`config.mk`:
```
export PLATFORM = sky130hd
export DESIGN_NAME = periph_bridge_flat
export DESIGN_NICKNAME = d
export VERILOG_FILES = /design/src/rtl/periph_bridge_if.sv /design/src/rtl/periph_bridge.sv /design/src/flat_wrapper.sv
export SDC_FILE = /design/constraint.sdc
export NUM_CORES = 1
export LEC_CHECK = 0
export CAP_MARGIN = 25
export CORE_MARGIN = 3
export CORE_UTILIZATION = 36
export DETAILED_ROUTE_END_ITERATION = 6
export MAX_ROUTING_LAYER = met4
export PLACE_DENSITY_LB_ADDON = 0.12
export SLEW_MARGIN = 20
export SYNTH_ARGS = -nofsm -noshare
export SYNTH_HDL_FRONTEND = slang
export SYNTH_SLANG_ARGS = --single-unit
```
`constraint.sdc`:
```
create_clock -name CLK100 -period 2.5 [get_ports CLK100]
set_input_delay 0.5 -clock CLK100 [delete_from_list [all_inputs] [get_ports CLK100]]
set_output_delay 0.5 -clock CLK100 [all_outputs]
set_load 0.02 [all_outputs]
```
`src/rtl/periph_bridge_if.sv`:
```
// periph_bridge_if
// Bundles the core load/store port and the shared peripheral bus of the
// periph_bridge into one interface.
//   Core side      : lsu_req_i, lsu_we_i, lsu_addr_i, lsu_wdata_i (to bridge)
//                    lsu_rdata_o, lsu_stall_o (from bridge)
//   Peripheral side: req_o[3:0], we_o, addr_o, wdata_o (from bridge)
//                    dev0_rdata_i .. dev3_rdata_i (to bridge)
// Modports:
//   master - the bridge's view (it masters the peripheral bus)
//   slave  - the environment's view (core plus devices)
interface periph_bridge_if;
    logic        lsu_req_i;
    logic        lsu_we_i;
    logic [31:0] lsu_addr_i;
    logic [31:0] lsu_wdata_i;
    logic [31:0] lsu_rdata_o;
    logic        lsu_stall_o;

    logic [3:0]  req_o;
    logic        we_o;
    logic [31:0] addr_o;
    logic [31:0] wdata_o;
    logic [31:0] dev0_rdata_i;
    logic [31:0] dev1_rdata_i;
    logic [31:0] dev2_rdata_i;
    logic [31:0] dev3_rdata_i;

    modport master (
        input  lsu_req_i, lsu_we_i, lsu_addr_i, lsu_wdata_i,
        input  dev0_rdata_i, dev1_rdata_i, dev2_rdata_i, dev3_rdata_i,
        output lsu_rdata_o, lsu_stall_o,
        output req_o, we_o, addr_o, wdata_o
    );

    modport slave (
        output lsu_req_i, lsu_we_i, lsu_addr_i, lsu_wdata_i,
        output dev0_rdata_i, dev1_rdata_i, dev2_rdata_i, dev3_rdata_i,
        input  lsu_rdata_o, lsu_stall_o,
        input  req_o, we_o, addr_o, wdata_o
    );
endinterface

```
`src/rtl/periph_bridge.sv`:
```
// periph_bridge
// Bridges core load/store requests into a four-device peripheral bus.
// Requests whose address top byte equals REGION are claimed; bits [19:16]
// pick the device. Devices 0-3 get a one-cycle one-hot request and answer
// one cycle later; devices 4-15 are unmapped and return ERR_DATA at once,
// bumping a saturating error counter.
// Ports:
//   CLK100    - clock, rising edge
//   resetn    - synchronous active-low reset
//   bus       - periph_bridge_if.master (core port + peripheral bus)
//   err_cnt_o - saturating count of unmapped-device accesses
module periph_bridge #(
    parameter logic [7:0]  REGION   = 8'h80,
    parameter logic [31:0] ERR_DATA = 32'hDEAD_BEEF
) (
    input  logic              CLK100,
    input  logic              resetn,
    periph_bridge_if.master   bus,
    output logic [7:0]        err_cnt_o
);

    typedef enum logic [1:0] {
        IDLE,
        REQ,
        WAIT,
        DONE
    } state_t;

    state_t      state;
    state_t      next_state;

    logic        hit;
    logic        mapped;
    logic [3:0]  dev_idx;
    logic [1:0]  sel;
    logic        accept;
    logic        reject;
    logic        capture;
    logic [31:0] dev_rdata;

    assign hit     = (bus.lsu_addr_i[31:24] == REGION);
    assign dev_idx = bus.lsu_addr_i[19:16];
    assign mapped  = (dev_idx < 4'd4);

    // Next-state and control decode. The stall is combinational so the core
    // sees it in the same cycle it raises a region request; requests outside
    // the region are never stalled and never leave IDLE.
    always_comb begin
        next_state      = state;
        accept          = 1'b0;
        reject          = 1'b0;
        capture         = 1'b0;
        bus.lsu_stall_o = 1'b0;
        unique case (state)
            IDLE: begin
                if (bus.lsu_req_i && hit) begin
                    bus.lsu_stall_o = 1'b1;
                    if (mapped) begin
                        accept     = 1'b1;
                        next_state = REQ;
                    end else begin
                        reject     = 1'b1;
                        next_state = DONE;
                    end
                end
            end
            REQ: begin
                bus.lsu_stall_o = 1'b1;
                next_state      = WAIT;
            end
            WAIT: begin
                bus.lsu_stall_o = 1'b1;
                capture         = 1'b1;
                next_state      = DONE;
            end
            DONE: begin
                next_state = IDLE;
            end
            default: begin
                next_state = IDLE;
            end
        endcase
    end

    // Read-data select uses the device index latched at accept time, so the
    // core changing its address mid-transaction cannot redirect the capture.
    always_comb begin
        dev_rdata = bus.dev0_rdata_i;
        unique case (sel)
            2'd0: dev_rdata = bus.dev0_rdata_i;
            2'd1: dev_rdata = bus.dev1_rdata_i;
            2'd2: dev_rdata = bus.dev2_rdata_i;
            2'd3: dev_rdata = bus.dev3_rdata_i;
            default: dev_rdata = bus.dev0_rdata_i;
        endcase
    end

    // State register.
    always_ff @(posedge CLK100) begin
        if (!resetn) begin
            state <= IDLE;
        end else begin
            state <= next_state;
        end
    end

    // Datapath registers. req_o defaults low every cycle, so the one-hot
    // pulse set on accept lasts exactly the REQ cycle. Reset wins over a
    // pending capture, which is what aborts an in-flight transaction.
    always_ff @(posedge CLK100) begin
        if (!resetn) begin
            bus.req_o       <= '0;
            bus.we_o        <= 1'b0;
            bus.addr_o      <= '0;
            bus.wdata_o     <= '0;
            bus.lsu_rdata_o <= '0;
            err_cnt_o       <= '0;
            sel             <= '0;
        end else begin
            bus.req_o <= '0;
            if (accept) begin
                bus.we_o    <= bus.lsu_we_i;
                bus.addr_o  <= bus.lsu_addr_i;
                bus.wdata_o <= bus.lsu_wdata_i;
                sel         <= dev_idx[1:0];
                bus.req_o   <= 4'b0001 << dev_idx[1:0];
            end
            if (reject) begin
                bus.lsu_rdata_o <= ERR_DATA;
                if (err_cnt_o != 8'hFF) begin
                    err_cnt_o <= err_cnt_o + 8'd1;
                end
            end
            if (capture) begin
                bus.lsu_rdata_o <= dev_rdata;
            end
        end
    end

endmodule

```
`src/flat_wrapper.sv`:
```
// flat-port wrapper written by rule: the top's interface ports become plain ports
module periph_bridge_flat 
#(
    parameter logic [7:0]  REGION   = 8'h80,
    parameter logic [31:0] ERR_DATA = 32'hDEAD_BEEF
)
  (CLK100, resetn, err_cnt_o, bus_lsu_req_i, bus_lsu_we_i, bus_lsu_addr_i, bus_lsu_wdata_i, bus_dev0_rdata_i, bus_dev1_rdata_i, bus_dev2_rdata_i, bus_dev3_rdata_i, bus_lsu_rdata_o, bus_lsu_stall_o, bus_req_o, bus_we_o, bus_addr_o, bus_wdata_o);
  periph_bridge_if bus_i ();
  input  logic CLK100;
  input  logic resetn;
  output logic [7:0] err_cnt_o;
  input wire logic [$bits(bus_i.lsu_req_i)-1:0] bus_lsu_req_i;
  input wire logic [$bits(bus_i.lsu_we_i)-1:0] bus_lsu_we_i;
  input wire logic [$bits(bus_i.lsu_addr_i)-1:0] bus_lsu_addr_i;
  input wire logic [$bits(bus_i.lsu_wdata_i)-1:0] bus_lsu_wdata_i;
  input wire logic [$bits(bus_i.dev0_rdata_i)-1:0] bus_dev0_rdata_i;
  input wire logic [$bits(bus_i.dev1_rdata_i)-1:0] bus_dev1_rdata_i;
  input wire logic [$bits(bus_i.dev2_rdata_i)-1:0] bus_dev2_rdata_i;
  input wire logic [$bits(bus_i.dev3_rdata_i)-1:0] bus_dev3_rdata_i;
  output wire logic [$bits(bus_i.lsu_rdata_o)-1:0] bus_lsu_rdata_o;
  output wire logic [$bits(bus_i.lsu_stall_o)-1:0] bus_lsu_stall_o;
  output wire logic [$bits(bus_i.req_o)-1:0] bus_req_o;
  output wire logic [$bits(bus_i.we_o)-1:0] bus_we_o;
  output wire logic [$bits(bus_i.addr_o)-1:0] bus_addr_o;
  output wire logic [$bits(bus_i.wdata_o)-1:0] bus_wdata_o;
  assign bus_i.lsu_req_i = bus_lsu_req_i;
  assign bus_i.lsu_we_i = bus_lsu_we_i;
  assign bus_i.lsu_addr_i = bus_lsu_addr_i;
  assign bus_i.lsu_wdata_i = bus_lsu_wdata_i;
  assign bus_i.dev0_rdata_i = bus_dev0_rdata_i;
  assign bus_i.dev1_rdata_i = bus_dev1_rdata_i;
  assign bus_i.dev2_rdata_i = bus_dev2_rdata_i;
  assign bus_i.dev3_rdata_i = bus_dev3_rdata_i;
  assign bus_lsu_rdata_o = bus_i.lsu_rdata_o;
  assign bus_lsu_stall_o = bus_i.lsu_stall_o;
  assign bus_req_o = bus_i.req_o;
  assign bus_we_o = bus_i.we_o;
  assign bus_addr_o = bus_i.addr_o;
  assign bus_wdata_o = bus_i.wdata_o;
  periph_bridge #(.REGION(REGION), .ERR_DATA(ERR_DATA)) u_core (.CLK100(CLK100), .resetn(resetn), .bus(bus_i), .err_cnt_o(err_cnt_o));
endmodule
```
==> results of run 1 <==
[Yosys cell counts]
cell type | count | area share
o41ai_1 | 3 | 0.0056
clkbuf_1 | 26 | 0.021
a31oi_1 | 1 | 0.0013
a41oi_1 | 1 | 0.0019
nor3b_2 | 1 | 0.0027
o221a_2 | 24 | 0.057
dfxtp_1 | 111 | 0.47
o21ai_0 | 12 | 0.013
o311ai_1 | 1 | 0.0019
nand2_1 | 122 | 0.097
nor2_1 | 7 | 0.0056
o21a_1 | 1 | 0.0016
ha_1 | 4 | 0.011
and3_1 | 9 | 0.012
buf_2 | 13 | 0.014
nand3_1 | 12 | 0.013
nand4_1 | 4 | 0.0053
inv_1 | 4 | 0.0032
or3_1 | 1 | 0.0013
or4_1 | 4 | 0.0064
inv_2 | 1 | 0.00080
clkinv_1 | 1 | 0.00080
buf_4 | 2 | 0.0032
o31ai_1 | 3 | 0.0048
mux4_2 | 32 | 0.15
clkbuf_2 | 1 | 0.0011
nand4_2 | 1 | 0.0027
or2_2 | 1 | 0.0013
and2_1 | 1 | 0.0013
or3b_1 | 1 | 0.0019
nor4_4 | 1 | 0.0045
and4_1 | 1 | 0.0019
nand3b_1 | 1 | 0.0016
or4b_1 | 1 | 0.0021
o211ai_1 | 2 | 0.0032
nor3_1 | 2 | 0.0021
nor3b_1 | 1 | 0.0016
a21oi_1 | 62 | 0.066
nor2b_1 | 1 | 0.0013
[area by class of cell]
class,instances,area [um2],area share
clock buffer,11,242.7,0.02933
clock inverter,5,65.06,0.007862
inverter,6,22.52,0.002721
multi-input combinational,318,2287,0.2764
sequential,111,2223,0.2687
tap,172,215.2,0.02601
timing repair buffer,318,3219,0.3890
[worst paths after layout]
| kind | slack (ns) | cells after the start | to | start |
|---|---|---|---|---|
| setup / recovery | 0.15 | 5 | bus_lsu_stall_o | bus_lsu_addr_i[26] |
| hold / removal | 0.45 | 2 | u_core.bus.addr_o[15] | u_core.bus.addr_o[15] |
| setup reg to reg | 0.59 | 7 | u_core.err_cnt_o[0] | u_core.state[0] |
| hold reg to reg | 0.45 | 2 | u_core.bus.addr_o[15] | u_core.bus.addr_o[15] |
[power groups by stage]
stage                     combinational (mW)  clock (mW)  sequential (mW)
final                                  0.500        1.46             1.79
after global placement                 0.493           0             1.83
after global routing                   0.529        1.59             1.79
after floorplan                        0.121           0             1.84
after detailed placement               0.502           0             1.83
after CTS                              0.502        1.50             1.79
[registers in the layout (all words and copies together) (netlist names)]
| signal | flops |
|---|---|
| u_core.bus.we_o | 1 |
| u_core.bus.req_o | 4 |
| u_core.state | 2 |
| u_core.bus.wdata_o | 32 |
| u_core.err_cnt_o | 8 |
| u_core.bus.lsu_rdata_o | 32 |
| u_core.bus.addr_o | 32 |
[stage by stage]
stage	TNS [ns]	cell area [um2]	power, mW	worst slack, ns	hold WS, ns
finish	0	8275	3.749	0.1522	0.4543
global route	0	8275	3.902	0.003782	0.4720
CTS	0	8275	3.793	0.1339	0.4560
detailed placement	-0.1270	7969	2.330	-0.1270	0.4472
global placement	-0.1154	7969	2.320	-0.1154	0.4407
floorplan	0	4713	1.959	0.6837	0.4883
[placed cells by master, fill, tap and decap left out, drive strengths merged]
| cell type | Yosys | routed |
|---|---|---|
| a21oi | 62 | 62 |
| a31oi | 1 | 1 |
| a41oi | 1 | 1 |
| and2 | 1 | 1 |
| and3 | 9 | 9 |
| and4 | 1 | 1 |
| buf | 15 | 14 |
| bufinv | 0 | 1 |
| clkbuf | 27 | 11 |
| clkdlybuf4s50 | 0 | 303 |
| clkinv | 1 | 3 |
| dfxtp | 111 | 111 |
| dlygate4sd2 | 0 | 1 |
| ha | 4 | 4 |
| inv | 5 | 7 |
| mux4 | 32 | 32 |
| nand2 | 122 | 122 |
| nand3 | 12 | 12 |
| nand3b | 1 | 1 |
| nand4 | 5 | 5 |
| nor2 | 7 | 7 |
| nor2b | 1 | 1 |
| nor3 | 2 | 2 |
| nor3b | 2 | 2 |
| nor4 | 1 | 1 |
| o211ai | 2 | 2 |
| o21a | 1 | 1 |
| o21ai | 12 | 12 |
| o221a | 24 | 24 |
| o311ai | 1 | 1 |
| o31ai | 3 | 3 |
| o41ai | 3 | 3 |
| or2 | 1 | 1 |
| or3 | 1 | 1 |
| or3b | 1 | 1 |
| or4 | 4 | 4 |
| or4b | 1 | 1 |
[routing by layer]
metal  track usage  part of all wire  vias up
li1              -                 -     2296
met1        0.2738              0.40     2271
met2        0.3730              0.51      178
met3       0.06314             0.073       13
met4       0.05666             0.013        0
met5             -                 0        -
[timing repair]
| item | in CTS | in global routing |
|---|---|---|
| hold endpoints to repair | 0 | 0 |
| setup endpoints to repair | 1 | 0 |
| gates resized for setup | 1 | 0 |
[worst max-delay path, delay by kind of cell]
kind | cells | cell delay, ns
AOI/OAI and AO/OA | 1 | 0.15
buffers and inverters | 2 | 0.80
and+or+nand+nor | 2 | 0.41
[cell families (layout without fill, tap and decap cells)]
logic type	Yosys count	count (layout)
AND/OR/NAND/NOR	172	172
adder cells (fa/ha/maj)	4	4
multiplexers	32	32
flip-flops	111	111
buffers and inverters	48	340
AO/OA/AOI/OAI	110	110
==> results.json, run 1 <==
{
  "synthMuxAreaShare": 0.1529,
  "fin_nets": 964,
  "drt_pass1_iterations": 4,
  "leakagePower_nw": 2.812,
  "hold_violations": 0,
  "cts_sinks": 111,
  "place_congestion": 0.8079,
  "worstMarginPinSlew_ns": 0.7199,
  "period_minus_slack_ns": 2.348,
  "cap_viol_max_count": 0,
  "placed_cells": 925,
  "power.internal_mw": 2.946,
  "rsz0062_at_grt": "no",
  "grt_max_degree": 65,
  "antenna_found_initial": 0,
  "synth_cell_types": 39,
  "drtIter0Drc": 243,
  "cts.path.max_buffers": 2,
  "post_cts_buffers": 0,
  "vdd.ir_drop.worst_v": 0.0004391,
  "finalNonFillerCells": 941,
  "core-area_um2": 12720,
  "synthAdderAreaFrac": 0.01062,
  "yosys.area_share.simple": 0.1654,
  "wl_per_cell_um": 17.70,
  "drv_slew": 0,
  "initial_core_util": 0.3705,
  "cp.required_ns": 2.00,
  "slew_headroom": 0.5183,
  "yosysSeqAreaShare": 0.4715,
  "setup.worst_path.class": "in -> out",
  "drive_above_1_share": 0.1196,
  "startpoint_type": "input pin",
  "setup_violations": 0,
  "synth_fp_nets": 677,
  "cp-end-kind": "primary output",
  "cts_buffers": 9,
  "seqPwrFrac": 0.477,
  "grt-ovfl-total": 0,
  "worstPathCellList": "clkdlybuf4s50_1 > nor4_4 > a41oi_1 > nor2_1 > dlygate4sd2_1",
  "antenna_cells": 0,
  "avgSynthCellArea_um2": 9.881,
  "synth_top_family_by_area": "simple AND/OR/NAND/NOR gates",
  "via_per_inst": 5.056,
  "p_sw_uw": 802.6,
  "timing.final.crit_share": 0.9391,
  "p_sw_frac": 0.2141,
  "cts_tree": "yes",
  "die_h_um": 120.4,
  "synth_compound_area_frac": 0.1561,
  "status": "finished clean",
  "synthesis.area_um2": 4713,
  "crit_slowest_cell": "clkdlybuf4s50_1",
  "synth-seq-cells": 111,
  "clockRootBuffer": "clkbuf_16",
  "drtAntennaViolNets": 0,
  "final_core_util": 0.6505,
  "dieArea_um2": 14500,
  "crit_arrival_ns": 1.85,
  "yosysWarnings": 0,
  "synthXorXnorAreaFrac": 0,
  "p_clk_frac": 0.390,
  "grt_pass1_wl_um": 25080,
  "skew_ns": 0.007332,
  "drc": 0,
  "cts_hold_buf": 0,
  "hold_class": "reg -> reg",
  "io_pins": 306,
  "clock_latency_ns": 0.34,
  "postSynthCellCount": 477,
  "area_growth_pct": 75.58,
  "wl_um": 16660,
  "critPathMaxFanout": 2,
  "vias": 4758,
  "h-tree-depth": 3,
  "fill_cells": 1081,
  "p_comb_frac": 0.133,
  "grt_use_total": 0.2253,
  "grt_pass1_vias": 4634,
  "dp_hpwl_um": 12920,
  "rows": 41,
  "numPortBuffers": 305,
  "slowest_delay_ns": 0.45,
  "fmax_ghz": 0.4259,
  "power.density_nw_per_um2": 453.0,
  "clk_pin_slew_ns": 0.07,
  "die_w_um": 120.4
}
Note: power is estimated with default switching activity, not from simulation.
==> inputs of run 2 (changes only) <==
CELL_PAD_IN_SITES_DETAIL_PLACEMENT = 0   (was not set)
CELL_PAD_IN_SITES_GLOBAL_PLACEMENT = 1   (was not set)
CORE_UTILIZATION = 26   (was 36)
==> results.json, run 2 (same netlist as run 1, synthesis figures left out) <==
{
  "drtIter0Drc": 227,
  "initial_core_util": 0.2688,
  "cts_tree": "yes",
  "antenna_found_initial": 0,
  "period_minus_slack_ns": 2.279,
  "startpoint_type": "input pin",
  "fill_cells": 1678,
  "drive_above_1_share": 0.1209,
  "finalPower_mw": 3.684,
  "setup.worst_path.class": "in -> out",
  "cts_sinks": 111,
  "ff_latch_area_um2": 2223,
  "timing.final.crit_share": 0.9117,
  "finish.instance_area_um2": 8313,
  "fmax_ghz": 0.4387,
  "die_w_um": 140.6,
  "critPathMaxFanout": 2,
  "fin_nets": 964,
  "numPortBuffers": 305,
  "clk_pin_slew_ns": 0.08,
  "grt_pass1_wl_um": 27120,
  "drtAntennaViolNets": 0,
  "grt_use_total": 0.1781,
  "reg_top3": "u_core.bus.addr_o x32, u_core.bus.lsu_rdata_o x32, u_core.bus.wdata_o x32",
  "grt_max_degree": 65,
  "final_common_cell": "clkdlybuf4s50_1",
  "multi_input_area_um2": 2287,
  "cp-end-kind": "primary output",
  "area_growth_pct": 76.37,
  "skew_ns": 0.008626,
  "grt-ovfl-total": 0,
  "vdd.ir_drop.worst_v": 0.0003197,
  "leakagePower_nw": 2.792,
  "rows": 48,
  "h-tree-depth": 3,
  "antenna_cells": 0,
  "die_h_um": 140.6,
  "drc": 0,
  "slew_headroom": 0.4973,
  "rsz0062_at_grt": "no",
  "via_per_inst": 4.748,
  "grt_pass1_vias": 4929,
  "clockRootBuffer": "clkbuf_16",
  "hold_ws_ns": 0.4556,
  "status": "finished clean",
  "vias": 4720,
  "cap_viol_max_count": 0,
  "post_cts_buffers": 0,
  "drv_slew": 0,
  "cts_buffers": 9,
  "wl_um": 17780,
  "setup_violations": 0,
  "dp_hpwl_um": 13520,
  "dieArea_um2": 19780,
  "wl_per_cell_um": 17.89,
  "worstMarginPinSlew_ns": 0.7513,
  "cp.required_ns": 2.00,
  "hold_violations": 0,
  "drt_pass1_iterations": 4,
  "cts_hold_buf": 0,
  "placed_cell_area_um2": 8035,
  "clock_latency_ns": 0.35,
  "mostFrequentLayoutCells": "clkdlybuf4s50_1 (303), nand2_1 (122), dfxtp_1 (110)",
  "io_pins": 306,
  "cts.path.max_buffers": 2,
  "core-area_um2": 17540,
  "crit_arrival_ns": 1.78,
  "place_congestion": 0.8433,
  "hold_class": "reg -> reg",
  "power.density_nw_per_um2": 443.2
}
## run 2: cell types whose count changed in the layout (fill, tap and decap cells not counted), sizes merged
cell and delta:
dlygate4sd2 -1, clkinvlp +2, bufinv -1, clkbuf +1, clkinv -1
## run 2: worst paths after layout
check                           from               endpoint  slack (ns)  cells after the start
setup / recovery  bus_lsu_addr_i[26]        bus_lsu_stall_o        0.22                      5
hold reg to reg      u_core.bus.we_o        u_core.bus.we_o        0.46                      2
setup reg to reg     u_core.state[0]  u_core.bus.addr_o[23]        0.51                      7
hold / removal       u_core.bus.we_o        u_core.bus.we_o        0.46                      2
## run 2: critical path: stages
cell             delay, ns
clkdlybuf4s50_1       0.44
nor4_4                0.33
a41oi_1               0.19
nor2_1                0.14
clkbuf_2              0.19
## run 2: layout make-up
cell class | instances | area share
Multi-Input combinational cell | 318 | 0.2751
Clock inverter | 5 | 0.004816
Inverter | 6 | 0.002709
Timing Repair Buffer | 318 | 0.3868
Clock buffer | 11 | 0.02920
Sequential cell | 111 | 0.2675
Tap cell | 225 | 0.03387
## run 2: metrics by stage
stage	util	instances	TNS, ns	worst slack, ns
CTS	0.4742	994	0	0.03691
finish	0.4740	994	0	0.2207
detailed placement	0.4582	978	-0.2381	-0.2381
floorplan	-	477	0	0.6837
global placement	0.4582	978	-0.2167	-0.2167
global route	0.4740	994	0	0.1261
## run 2: report_power, final
part	switching, mW	leakage (nW)	internal (mW)
clock	0.687	0.134	0.714
combinational	0.148	1.76	0.349
sequential	0.00673	0.894	1.78
total	0.842	2.79	2.84
## run 2: timing repair
item	CTS	global route
resized for setup	1	2
setup endpoints to repair	1	1
endpoints found under the hold margin	0	0
## run 2: routing by layer
layer	up-vias	track usage	share of wire
met2	167	0.3070	0.52
met3	24	0.05461	0.073
li1	2293	-	-
met5	-	-	0
met4	0	0.05711	0.026
met1	2236	0.1973	0.39
==> inputs of run 3 (changes only) <==
CORE_AREA = 3 3 116 118   (was not set)
CORE_MARGIN = not set   (was 3)
CORE_UTILIZATION = not set   (was 26)
CTS_BUF_LIST = sky130_fd_sc_hd__clkbuf_16   (was not set)
DIE_AREA = 0 0 119 121   (was not set)
DONT_BUFFER_PORTS = 1   (was not set)
==> results.json, run 3 (same netlist as run 1, synthesis figures left out) <==
{
  "cts.path.max_buffers": 2,
  "io_pins": 306,
  "cap_viol_max_count": 0,
  "dieArea_um2": 14400,
  "status": "finished with violations",
  "worstMarginPinSlew_ns": 0.7979,
  "setup.worst_path.class": "reg -> out",
  "finish.instance_area_um2": 5139,
  "place_congestion": 0.7422,
  "final_common_cell": "nand2_1",
  "cp-end-kind": "primary output",
  "cts_tree": "yes",
  "worstPathCellList": "inv_1 > ha_1 > a41oi_1 > nor2_1",
  "area_growth_pct": 9.026,
  "cts_hold_buf": 0,
  "drtAntennaViolNets": 0,
  "crit_arrival_ns": 1.56,
  "drt_pass1_iterations": 7,
  "grt_pass1_vias": 3497,
  "drc": 5,
  "post_cts_buffers": 0,
  "hold_violations": 0,
  "ff_latch_area_um2": 2223,
  "grt_pass1_wl_um": 20790,
  "clock_latency_ns": 0.34,
  "wl_per_cell_um": 22.75,
  "cts_resized": 0,
  "die_w_um": 119,
  "vdd.ir_drop.worst_v": 0.0002564,
  "drive_above_1_share": 0.1808,
  "h-tree-depth": 3,
  "crit_slowest_cell": "nor2_1",
  "finalNonFillerCells": 631,
  "rows": 41,
  "reg_top3": "u_core.bus.addr_o x32, u_core.bus.lsu_rdata_o x32, u_core.bus.wdata_o x32",
  "drv_slew": 0,
  "cp.required_ns": 2.00,
  "grt-ovfl-total": 0,
  "rsz0062_at_grt": "no",
  "path_delay_family": "simple AND/OR/NAND/NOR gates",
  "drtIter0Drc": 212,
  "worst-r2r-setup-slack_ns": 0.47,
  "cts_buffers": 9,
  "crit_buf_inv": 1,
  "period_minus_slack_ns": 2.059,
  "hold_class": "in -> reg",
  "power.density_nw_per_um2": 646.3,
  "grt_use_total": 0.1925,
  "finalPower_mw": 3.321,
  "slew_headroom": 0.4661,
  "clk_pin_slew_ns": 0.07,
  "skew_ns": 0.005786,
  "dp_hpwl_um": 10650,
  "critPathMaxFanout": 9,
  "slowest_delay_ns": 0.34,
  "mostFrequentLayoutCells": "nand2_1 (122), dfxtp_1 (110), a21oi_1 (62)",
  "startpoint_type": "flop",
  "initial_core_util": 0.3750,
  "cts_sinks": 111,
  "numPortBuffers": 0,
  "setup_violations": 0,
  "placed_cells": 615,
  "wl_um": 14360,
  "grt_max_degree": 65,
  "antenna_found_initial": 0,
  "multi_input_area_um2": 2287,
  "placed_cell_area_um2": 4858,
  "finalSetupTns_ns": 0,
  "vias": 3589,
  "timing.final.crit_share": 0.8236,
  "via_per_inst": 5.688,
  "antenna_cells": 0,
  "fill_cells": 1253,
  "die_h_um": 121,
  "fmax_ghz": 0.4857,
  "fin_nets": 654,
  "violations": "design-rule violations",
  "core-area_um2": 12570,
  "clockRootBuffer": "clkbuf_16",
  "leakagePower_nw": 1.634
}
-- run 3: cell count changes in the layout (fill, tap and decap cells not counted) --
cell | before | now
clkdlybuf4s50_1 | 303 | 0
buf_4 | 7 | 4
clkinv_1 | 1 | 4
buf_12 | 6 | 4
clkinvlp_4 | 2 | 0
buf_2 | 1 | 0
bufinv_16 | 0 | 1
clkbuf_1 | 1 | 0
clkbuf_2 | 1 | 0
clkbuf_8 | 1 | 0
clkinv_2 | 1 | 2
inv_1 | 4 | 5
inv_6 | 1 | 0
inv_8 | 1 | 0
-- run 3: worst register-to-register path, delay by kind of cell, from the launching register on --
| family | cells | cell delay [ns] |
|---|---|---|
| and+or+nand+nor | 2 | 0.90 |
| AOI/OAI and AO/OA | 2 | 0.33 |
| DFF | 1 | 0.32 |
| adders and majority gates | 1 | 0.31 |
| buffers and inverters | 1 | 0.10 |
-- run 3: power by group --
group / switching, mW / total [mW] / internal (mW)
clock: 0.626 / 1.39 / 0.761
sequential: 0.0211 / 1.80 / 1.78
combinational: 0.0660 / 0.133 / 0.0674
-- run 3: through the flow --
stage | hold slack [ns] | worst slack [ns] | util
3_3_place_gp | 0.5058 | 0.4567 | 0.3866
3_5_place_dp | 0.5386 | 0.3935 | 0.3866
5_1_grt | 0.2072 | 0.2558 | 0.4089
2_1_floorplan | 0.4883 | 0.6837 | -
4_1_cts | 0.2087 | 0.4132 | 0.4089
6_report | 0.2263 | 0.4409 | 0.4089
-- run 3: per-layer routing --
metal  vias to the layer above  share of wire  routed length, um  track usage
met1                      1733           0.42               6046       0.2507
li1                       1681              -                  -            -
met2                       160           0.48               6877       0.2826
met3                        15          0.085               1218      0.06527
met4                         0          0.015                212      0.06300
met5                         -              0                  0            -
-- run 3: area by class of cell --
class,count,area share
multi-input cells,318,0.4451
clock inverters,7,0.01071
repair buffers,8,0.02143
inverters,6,0.004383
clock buffers,9,0.04383
flip-flops and latches,111,0.4327
well taps,172,0.04188
-- run 3: path summary, 6_finish.rpt --
check,start,to,cells after the start
setup / recovery,u_core.state[0],bus_lsu_stall_o,4
hold / removal,bus_lsu_addr_i[17],u_core.bus.req_o[0],1
setup reg to reg,u_core.state[0],u_core.err_cnt_o[5],6
hold reg to reg,u_core.state[0],u_core.state[0],2
